<file path="config.mk">
export PLATFORM = sky130hd
export DESIGN_NAME = fetch_sequencer
export DESIGN_NICKNAME = d
export VERILOG_FILES = /design/src/rtl/fetch_sequencer.sv
export SDC_FILE = /design/constraint.sdc
export NUM_CORES = 1
export LEC_CHECK = 0
export ABC_CLOCK_PERIOD_IN_PS = 2700
export CORE_UTILIZATION = 30
export DETAILED_ROUTE_END_ITERATION = 12
export DONT_BUFFER_PORTS = 1
export PLACE_DENSITY = 0.56
export SLEW_MARGIN = 10
export SYNTH_ARGS = -nofsm -noshare
export SYNTH_HDL_FRONTEND = slang
export SYNTH_SLANG_ARGS = --single-unit
</file>
<file path="constraint.sdc">
create_clock -name clk -period 2.7 [get_ports clk]
set_input_delay 0.54 -clock clk [delete_from_list [all_inputs] [get_ports clk]]
set_output_delay 0.54 -clock clk [all_outputs]
set_load 0.05 [all_outputs]
</file>
<file path="src/rtl/fetch_sequencer.sv">
// Instruction fetch sequencer for the RV32I core: owns the PC, issues one
// imem request per instruction, holds the fetched word until it retires.
module fetch_sequencer #(
  parameter logic [31:0] RESET_PC = 32'h0000_0000,
  parameter logic [31:0] TRAP_PC  = 32'h0000_0100
) (
  input  logic        clk,
  input  logic        rstn,
  input  logic [31:0] npc,
  input  logic        pcsrc,
  input  logic        stall,
  input  logic        halt_req,
  output logic        imem_req,
  output logic [31:0] imem_addr,
  input  logic        imem_ready,
  input  logic [31:0] imem_rdata,
  output logic [31:0] instr,
  output logic        instr_valid,
  output logic [31:0] pc,
  output logic [31:0] pc_plus4,
  output logic        misalign_exc,
  output logic        halted,
  output logic [31:0] instret
);

  typedef enum logic [1:0] {
    BOOT  = 2'd0,
    FETCH = 2'd1,
    ISSUE = 2'd2,
    HALT  = 2'd3
  } state_t;

  state_t      state, state_nxt;
  logic        retire;
  logic        misaligned;
  logic [31:0] pc_nxt;

  always_ff @(posedge clk or negedge rstn) begin
    if (!rstn) state <= BOOT;
    else       state <= state_nxt;
  end

  always_comb begin
    state_nxt = state;
    retire    = 1'b0;
    unique case (state)
      BOOT:  state_nxt = FETCH;
      FETCH: if (imem_ready) state_nxt = ISSUE;
      ISSUE: begin
        // stall outranks halt_req; a pending halt is honoured at retire
        if (!stall) begin
          retire    = 1'b1;
          state_nxt = halt_req ? HALT : FETCH;
        end
      end
      HALT:  if (!halt_req) state_nxt = FETCH;
      default: state_nxt = BOOT;
    endcase
  end

  assign pc_plus4   = pc + 32'd4;
  assign misaligned = pcsrc && (npc[1:0] != 2'b00);

  always_comb begin
    pc_nxt = pc_plus4;
    if (pcsrc) pc_nxt = misaligned ? TRAP_PC : npc;
  end

  always_ff @(posedge clk or negedge rstn) begin
    if (!rstn) begin
      pc           <= RESET_PC;
      instr        <= '0;
      instr_valid  <= 1'b0;
      misalign_exc <= 1'b0;
      instret      <= '0;
    end else begin
      misalign_exc <= retire && misaligned;
      if (state == FETCH && imem_ready) begin
        instr       <= imem_rdata;
        instr_valid <= 1'b1;
      end
      if (retire) begin
        instr_valid <= 1'b0;
        pc          <= pc_nxt;
        instret     <= instret + 32'd1;
      end
    end
  end

  assign imem_req  = (state == FETCH);
  assign imem_addr = pc;
  assign halted    = (state == HALT);

endmodule

</file>
==> metrics.txt, run 1 <==
CTS tree=done; Synth Flop Type=dfrtp_1; Hold WC Path Type=in2async; largest net degree at the start of global routing=between 100 and 150; First-pass DRT Iterations=4; Routed Antenna Nets=0; worst reg-to-reg path cell count=8; post-synthesis register bit count=100; Post-synth EDFFs=0; die area=approximately 18000 um^2; Placer Congestion=roughly 0.76; Final Power=about 9.3 mW; routed length per instance=19.5 um; synthesized instance count=about 510; Initial Utilization=0.309; Vias=between 4k and 5k; # IOs=between 200 and 250; Final setup violation count=8; Fmax=about 0.36 GHz; Static Leak=~3.1 nW; Sinks on Clock Net=100; final critical-path required period=2.76 ns; # diodes=0; Final Max Slew Viols=0; Post-Syn Nets=just under 600; NetSw=just over 5 mW; Clk Latency, worst-skew pair=0.35 ns; Clock Power Share=0.145; CP required=~2.2 ns; fraction of registers with async set/reset=1.00; post-synthesis sequential area ratio=0.467; max cap viols=0; Comb pwr share=0.500; final worst-path cycle share=1.02; post-synth cell types=between 50 and 60; Layout area overhead=33.8%; Longest Clk Path Bufs=2; R2R Setup Slk=about 0.5 ns; DR vias/cell=roughly 5.2; DR iter-0 viols=between 150 and 200; Final #Nets=around 650; reg2reg end=imem_addr[30]; clock skew=0.00856 ns; RSZ-0062 raised after global routing=yes; Reg power frac=0.355; first-pass GRT wire length=24600 um; switch share=0.548; synth top area cells=dfrtp_1, mux2_2, xnor2_1, buf_4, xor2_1; PwrDens=roughly 1300 nW/um^2; Worst setup EP type=output port; CTS buffer count=9; Hold Vio Cnt, Final=100; Max IR drop VDD=between 0.0006 and 0.0007 V; Worst Setup Start Kind=flip-flop; setup ws final=-0.0562 ns; Commonest cells post-synth=dfrtp_1, xnor2_1, buf_4, nand2_1, mux2_2; critical path arrival=about 2.2 ns; layout cells sized above 1=0.393; DRC=0; Final Non-Filler Cells=a little over 800; dpl cells=approximately 780; global-route usage over all layers=0.176; Clock Root Buffer=clkbuf_16; Slew @ Worst Pin=between 0.6 and 0.7 ns; chip height=around 140 um; syn avg cell area=between 10 and 15 um^2; most common cell in the netlist=dfrtp_1; # rows=48; Crit Reg-Reg Startpoint=state[0]; DP Wirelength=about 12000 um; vias in the first global route=between 4k and 5k; violated checks=negative hold slack, negative setup slack; largest area contributor in the netlist=dfrtp_1; Netlist Area Pre-Place=5360 um^2; share of the synthesized area in the top cell type=0.467; GRT overflow=0; Worst-path clk slew=0.08 ns; die width=approximately 140 um; minimum hold slack=-0.122 ns; Core Region=17400 um^2; Int Pwr=around 4.2 mW; outcome=finished with violations; H-Tree Depth=3; CP Max Fanout=8; PortBufs=0; initial antenna violation count=0; critical path type=reg2out; Total Wirelength=between 15000 and 20000 um; yosys warns=0; Max-slew headroom=0.570
critical path, cell delays in order, from the launching register on:
cell and delay [ns]:
dfrtp_4 0.43, nand4_4 0.11, or4_4 0.63, nor4_4 0.34, xor2_4 0.20, buf_12 0.15
layer usage:
| layer | track usage | up-vias | wire, um |
|---|---|---|---|
| li1 | - | 1916 | - |
| met2 | 0.306 | 186 | 7990 |
| met4 | 0.0474 | 0 | 155 |
| met1 | 0.202 | 2114 | 6270 |
| met5 | 0 | - | 0 |
| met3 | 0.0625 | 13 | 1380 |
per-stage QoR:
step	util	cell area, um^2	TNS, ns	setup WS [ns]	hold WS [ns]
after global placement	0.386	6710	0	0.191	0.247
after detailed placement	0.386	6710	0	0.185	0.247
final	0.413	7170	-0.275	-0.0562	-0.122
after floorplan	-	5750	-0.341	-0.0997	0.244
after CTS	0.409	7110	-0.501	-0.0943	-0.137
after global routing	0.413	7170	-1.41	-0.155	-0.143
final cells by class:
| type | instances | area, um^2 |
|---|---|---|
| clock buffers | 9 | 225 |
| inverters | 8 | 30.0 |
| fillers | 1626 | 10200 |
| multi-input cells | 341 | 2840 |
| clock inverters | 6 | 83.8 |
| repair buffers | 119 | 1180 |
| flip-flops and latches | 100 | 2530 |
| well taps | 225 | 282 |
how the worst max path moves through the flow:
stage                        startpoint      endpoint  slack, ns  depth (start not counted)
after CTS                 imem_addr[12]  pc_plus4[31]      -0.09                          5
after detailed placement  imem_addr[12]  pc_plus4[19]       0.18                          6
after floorplan           imem_addr[11]  pc_plus4[29]       -0.1                          6
final                     imem_addr[12]  pc_plus4[31]      -0.06                          5
after global routing      imem_addr[12]  pc_plus4[31]      -0.16                          5
after global placement    imem_addr[12]  pc_plus4[19]       0.19                          6
power groups by stage:
stage	combinational (mW)	sequential (mW)	clock (mW)
6_report	4.64	3.29	1.34
5_1_grt	4.84	3.36	1.45
4_1_cts	4.63	3.28	1.39
3_5_place_dp	4.61	3.31	0
3_3_place_gp	4.57	3.29	0
2_1_floorplan	2.77	4.07	0
registers in the layout, summed over array words and instances (netlist names):
register      flops
imem_addr        32
instr            32
misalign_exc      1
instret          32
state             2
instr_valid       1
cell usage in the layout, fill, tap and decap left out, drive strengths merged, types with 4 or more instances in the layout:
master and instances:
inv 10, o21ai 29, nand2 35, mux2 32
clkbuf 9, o311ai 4, a22oi 8, nor3 15
nand4 14, a21o 4, buf 119, and2 5
nand3 25, and4 7, or4 4, xnor2 37
a21oi 10, nor4 8, dfrtp 100, o2bb2ai 8
a221o 6, nor2 28, and3 7, ha 5
xor2 22
repair_timing:
item                                    4_1_cts  5_1_grt
setup buffers                                 9        5
pin swaps                                     5        2
endpoints found under the setup margin       14       16
resized for setup                             5        5
hold endpoints to repair                    100      100
cells by family after synthesis:
logic type | Yosys count | share of synthesized area
AOI/OAI and AO/OA | 87 | 0.111
adders and majority gates | 5 | 0.0117
xor gates and xnor gates | 59 | 0.0964
DFF | 100 | 0.467
muxes | 32 | 0.0672
and+or+nand+nor | 158 | 0.173
buffers and inverters | 68 | 0.0735
Note: power is estimated with default switching activity, not from simulation.
==> inputs of run 2 (changes only) <==
--- a/config.mk
+++ b/config.mk
@@ -5,11 +5,11 @@
 export SDC_FILE = /design/constraint.sdc
 export NUM_CORES = 1
 export LEC_CHECK = 0
-export ABC_CLOCK_PERIOD_IN_PS = 2700
-export CORE_UTILIZATION = 30
+export ABC_CLOCK_PERIOD_IN_PS = 3600
+export CORE_UTILIZATION = 35
 export DETAILED_ROUTE_END_ITERATION = 12
 export DONT_BUFFER_PORTS = 1
-export PLACE_DENSITY = 0.56
+export PLACE_DENSITY = 0.61
 export SLEW_MARGIN = 10
 export SYNTH_ARGS = -nofsm -noshare
 export SYNTH_HDL_FRONTEND = slang
==> constraint.sdc (replaced) <==
create_clock -name clk -period 3.6 [get_ports clk]
set_input_delay 0.72 -clock clk [delete_from_list [all_inputs] [get_ports clk]]
set_output_delay 0.72 -clock clk [all_outputs]
set_load 0.05 [all_outputs]
==> run 2 against run 1 <==
Net effect: the flow now finishes without violations; total power down 31%; final area down 16%; combinational power fell by 35%; sequential power shrank 26%.
==> metrics.txt, run 2 (synthesis results as in run 1) <==
outcome=complete, no violations; Final #Nets=between 600 and 700; # rows=44; register area=approximately 2500 um^2; Final Power=roughly 6.4 mW; DR vias/cell=~5.6; Longest Clk Path Bufs=2; final critical-path required period=approximately 3.2 ns; # IOs=around 230; global-route usage over all layers=0.184; RSZ-0062 raised after global routing=no; routed length per instance=~20 um; DP Wirelength=around 10000 um; Sinks on Clock Net=100; Clock Root Buffer=clkbuf_16; CP required=~2.9 ns; Slew @ Worst Pin=0.837 ns; H-Tree Depth=3; first-pass GRT wire length=22700 um; chip height=~130 um; Vias=4000; initial antenna violation count=0; Worst setup EP type=output port; Initial Utilization=0.363; CTS tree=done; PwrDens=roughly 1100 nW/um^2; CP Cell Sequence=ha_1 -> and4_1 -> nand2b_1 -> nor3_1 -> xor2_1 -> buf_4; Placer Congestion=just over 0.8; commonest non-fill, non-tap cell in the layout=dfrtp_1; Final Max Slew Viols=0; clock skew=approximately 0.010 ns; M1 WL=5850 um; Static Leak=between 2 and 3 nW; post-layout util=0.410; Max stage delay on crit path=roughly 0.43 ns; largest net degree at the start of global routing=101; Worst Path Buf+Inv=1; Layout area overhead=12.9%; final worst-path cycle share=0.892; CTS buffer count=9; die width=about 130 um; Max IR drop VDD=roughly 0.00046 V; vias in the first global route=about 4.1k; GRT overflow=0; Total Wirelength=about 14000 um; Worst Setup Start Kind=flip-flop; setup ws final=between 0.3 and 0.4 ns; Core Region=about 15000 um^2; CP Max Fanout=7; Crit path max-delay family=simple AND/OR/NAND/NOR gates; # diodes=0; DR iter-0 viols=around 250; minimum hold slack=~0.06 ns; routed wire length on met3=about 1400 um; Hold Vio Cnt, Final=0; Worst-path clk slew=approximately 0.070 ns; Routed Antenna Nets=0; Final setup violation count=0; Hold WC Path Type=in2async; PortBufs=0; critical path type=reg2out; Fmax=~0.31 GHz; CP max-delay cell=and4_1; top routing layer in use=met4; metal2 WL=6840 um; Max-slew headroom=0.440; First-pass DRT Iterations=4; hold bufs inserted after CTS=0; critical path arrival=2.49 ns; max cap viols=0; commonest cells after routing, fill and taps aside=dfrtp_1, buf_4, xnor2_1; Clk Latency, worst-skew pair=between 0.3 and 0.4 ns; DRC=0; pre-CTS setup slack=between 0.5 and 0.6 ns; Fillers=roughly 1.4k; setup TNS=0 ns; die area=approximately 16000 um^2; layout cells sized above 1=0.237; multi-input logic area=2470 um^2
==> run 2: changes by cell type in the layout (fill, tap and decap cells not counted), sizes merged <==
| cell | previous run | this run |
|---|---|---|
| buf | 119 | 67 |
| clkinv | 3 | 1 |
| clkinvlp | 0 | 2 |
| clkbuf | 9 | 10 |
| inv | 10 | 9 |
==> run 2: what timing repair did <==
item,CTS,global route
setup endpoints to repair,0,1
gates resized for setup,0,0
buffers inserted,0,1
==> run 2: metrics by stage <==
| step | cell area (um^2) | instances |
|---|---|---|
| after global routing | 6050 | 715 |
| final | 6050 | 715 |
| after detailed placement | 5750 | 699 |
| after global placement | 5750 | 699 |
| after CTS | 6050 | 714 |
| after floorplan | 5360 | 509 |
==> run 2: metal layers <==
layer / vias up / GRT usage
met1: 1958 / 0.216
met2: 206 / 0.309
met4: 0 / 0.0659
li1: 1816 / -
met5: - / 0
met3: 20 / 0.0663
==> run 2: worst paths after layout <==
check	start	end	slack [ns]	depth (start not counted)
worst min-delay path	rstn	instret[18]	0.06	0
min in group clk	npc[11]	imem_addr[11]	0.52	1
max in group asynchronous	rstn	imem_addr[23]	3.42	0
worst max-delay path	imem_addr[3]	pc_plus4[18]	0.39	6
worst max register to register	state[0]	instret[27]	1.13	7
worst min register to register	state[0]	state[0]	0.56	2
==> run 2: power by group <==
| part | internal (mW) | total (mW) | switching (mW) |
|---|---|---|---|
| sequential | 1.46 | 2.45 | 0.997 |
| clock | 0.540 | 0.969 | 0.429 |
| combinational | 0.781 | 3.01 | 2.23 |
| total | 2.78 | 6.44 | 3.66 |
==> run 2: final cells by class <==
cell class                      instances  share of cell area
Clock buffer                           10              0.0378
Clock inverter                          5              0.0103
Inverter                                8             0.00496
Multi-Input combinational cell        341               0.408
Sequential cell                       100               0.413
Tap cell                              184              0.0380
Timing Repair Buffer                   67              0.0872
==> inputs of run 3 (changes only) <==
--- a/config.mk
+++ b/config.mk
@@ -7,6 +7,7 @@
 export LEC_CHECK = 0
 export ABC_CLOCK_PERIOD_IN_PS = 3600
 export CORE_UTILIZATION = 35
+export CTS_BUF_LIST = sky130_fd_sc_hd__clkbuf_8 sky130_fd_sc_hd__clkbuf_16
 export DETAILED_ROUTE_END_ITERATION = 12
 export DONT_BUFFER_PORTS = 1
 export PLACE_DENSITY = 0.61
==> run 3 against run 2 <==
Net effect: global-route usage did not move; sequential share of layout area did not move; total power barely moved; critical path depth did not move; routed wire length barely moved; die area did not move; critical endpoint unchanged; largest power group unchanged.
==> metrics.txt, run 3 (synthesis results as in run 1) <==
routed wire length on met3=about 1400 um; post-CTS resize count=0; vias in the first global route=around 4.1k; Slew @ Worst Pin=around 0.84 ns; CTS buffer count=9; Final #Nets=between 600 and 700; Placer Congestion=0.813; Worst setup EP type=output port; Hold Vio Cnt, Final=0; RSZ-0062 raised after global routing=no; CP required=about 2.9 ns; PwrDens=~1100 nW/um^2; Vias=approximately 4k; CTS tree=done; Routed Antenna Nets=0; Hold WC Path Type=in2async; Max IR drop VDD=~0.00046 V; layout cells sized above 1=0.237; Setup crit start=imem_addr[3]; Sinks on Clock Net=100; hold bufs inserted after CTS=0; outcome=complete, no violations; final critical-path required period=between 3 and 4 ns; final worst-path cycle share=0.892; CP Max Fanout=7; first-pass GRT wire length=between 20000 and 25000 um; M1 WL=between 5000 and 6000 um; largest net degree at the start of global routing=between 100 and 150; setup TNS=0 ns; DRC=0; Fmax=about 0.31 GHz; Worst-path clk slew=approximately 0.070 ns; # rows=44; Core Region=between 10000 and 15000 um^2; Initial Utilization=0.363; chip height=between 100 and 150 um; commonest non-fill, non-tap cell in the layout=dfrtp_1; critical path type=reg2out; metal2 WL=6840 um; PortBufs=0; Clock Root Buffer=clkbuf_16; routed length per instance=approximately 20 um; # IOs=~230; initial antenna violation count=0; Final Max Slew Viols=0; commonest cells after routing, fill and taps aside=dfrtp_1, buf_4, xnor2_1; H-Tree Depth=3; Total Wirelength=between 10000 and 15000 um; DP Wirelength=between 10000 and 15000 um; Static Leak=between 2 and 3 nW; Crit Reg-Reg Startpoint=state[0]; First-pass DRT Iterations=4; top routing layer in use=met4; die area=about 16000 um^2; design area=just over 6000 um^2; Post-CTS Setup Inserts=0; Worst Setup Start Kind=flip-flop; # diodes=0; critical path arrival=around 2.5 ns; GRT overflow=0; die width=126 um; Max-slew headroom=0.440; max cap viols=0; Longest Clk Path Bufs=2; DR vias/cell=roughly 5.6; Clk Latency, worst-skew pair=approximately 0.34 ns; clock skew=between 0.009 and 0.01 ns; Cell Area, Placed=5750 um^2; global-route usage over all layers=0.184; Layout area overhead=12.9%; Final setup violation count=0; DR iter-0 viols=about 250
run 3: cell type report:
type                            instances  area [um^2]
Multi-Input combinational cell        341         2470
Clock buffer                            9          225
Clock inverter                          6         66.3
Fill cell                            1445         8700
Sequential cell                       100         2500
Tap cell                              184          230
Timing Repair Buffer                   67          528
Inverter                                8         30.0
run 3: worst max-delay path, stage by stage (launching register included):
cell and delay (ns):
dfrtp_1 0.42, ha_1 0.32, and4_1 0.43, nand2b_1 0.13, nor3_1 0.32, xor2_1 0.28
buf_4 0.25
run 3: metrics by stage:
stage / cells / power [mW] / utilization / worst slack [ns] / hold slack, ns
after floorplan: 509 / 4.95 / - / 0.0125 / 0.424
after detailed placement: 699 / 5.50 / 0.390 / 0.600 / 0.427
after CTS: 714 / 6.48 / 0.410 / 0.189 / 0.0466
after global placement: 699 / 5.44 / 0.390 / 0.689 / 0.426
after global routing: 715 / 6.69 / 0.410 / 0.196 / 0.0406
final: 715 / 6.43 / 0.410 / 0.387 / 0.0620
run 3: path summary, 6_finish.rpt:
kind                                  to  slack [ns]  depth (start not counted)
setup / recovery            pc_plus4[18]        0.39                          6
setup reg to reg             instret[27]        1.14                          7
min in group clk           imem_addr[11]        0.52                          1
max in group asynchronous  imem_addr[23]        3.42                          0
hold / removal               instret[18]        0.06                          0
hold reg to reg                 state[0]        0.56                          2
run 3: report_power, final:
group          internal [mW]  switching, mW  leakage (nW)
Clock                  0.537          0.429         0.139
Combinational          0.781           2.23          1.27
Sequential              1.46          0.997          1.29
Total                   2.77           3.66          2.70
run 3: metal layers:
layer / GRT usage / vias up
met5: 0 / -
met4: 0.0659 / 0
met3: 0.0663 / 20
met2: 0.309 / 202
met1: 0.216 / 1957
li1: - / 1818
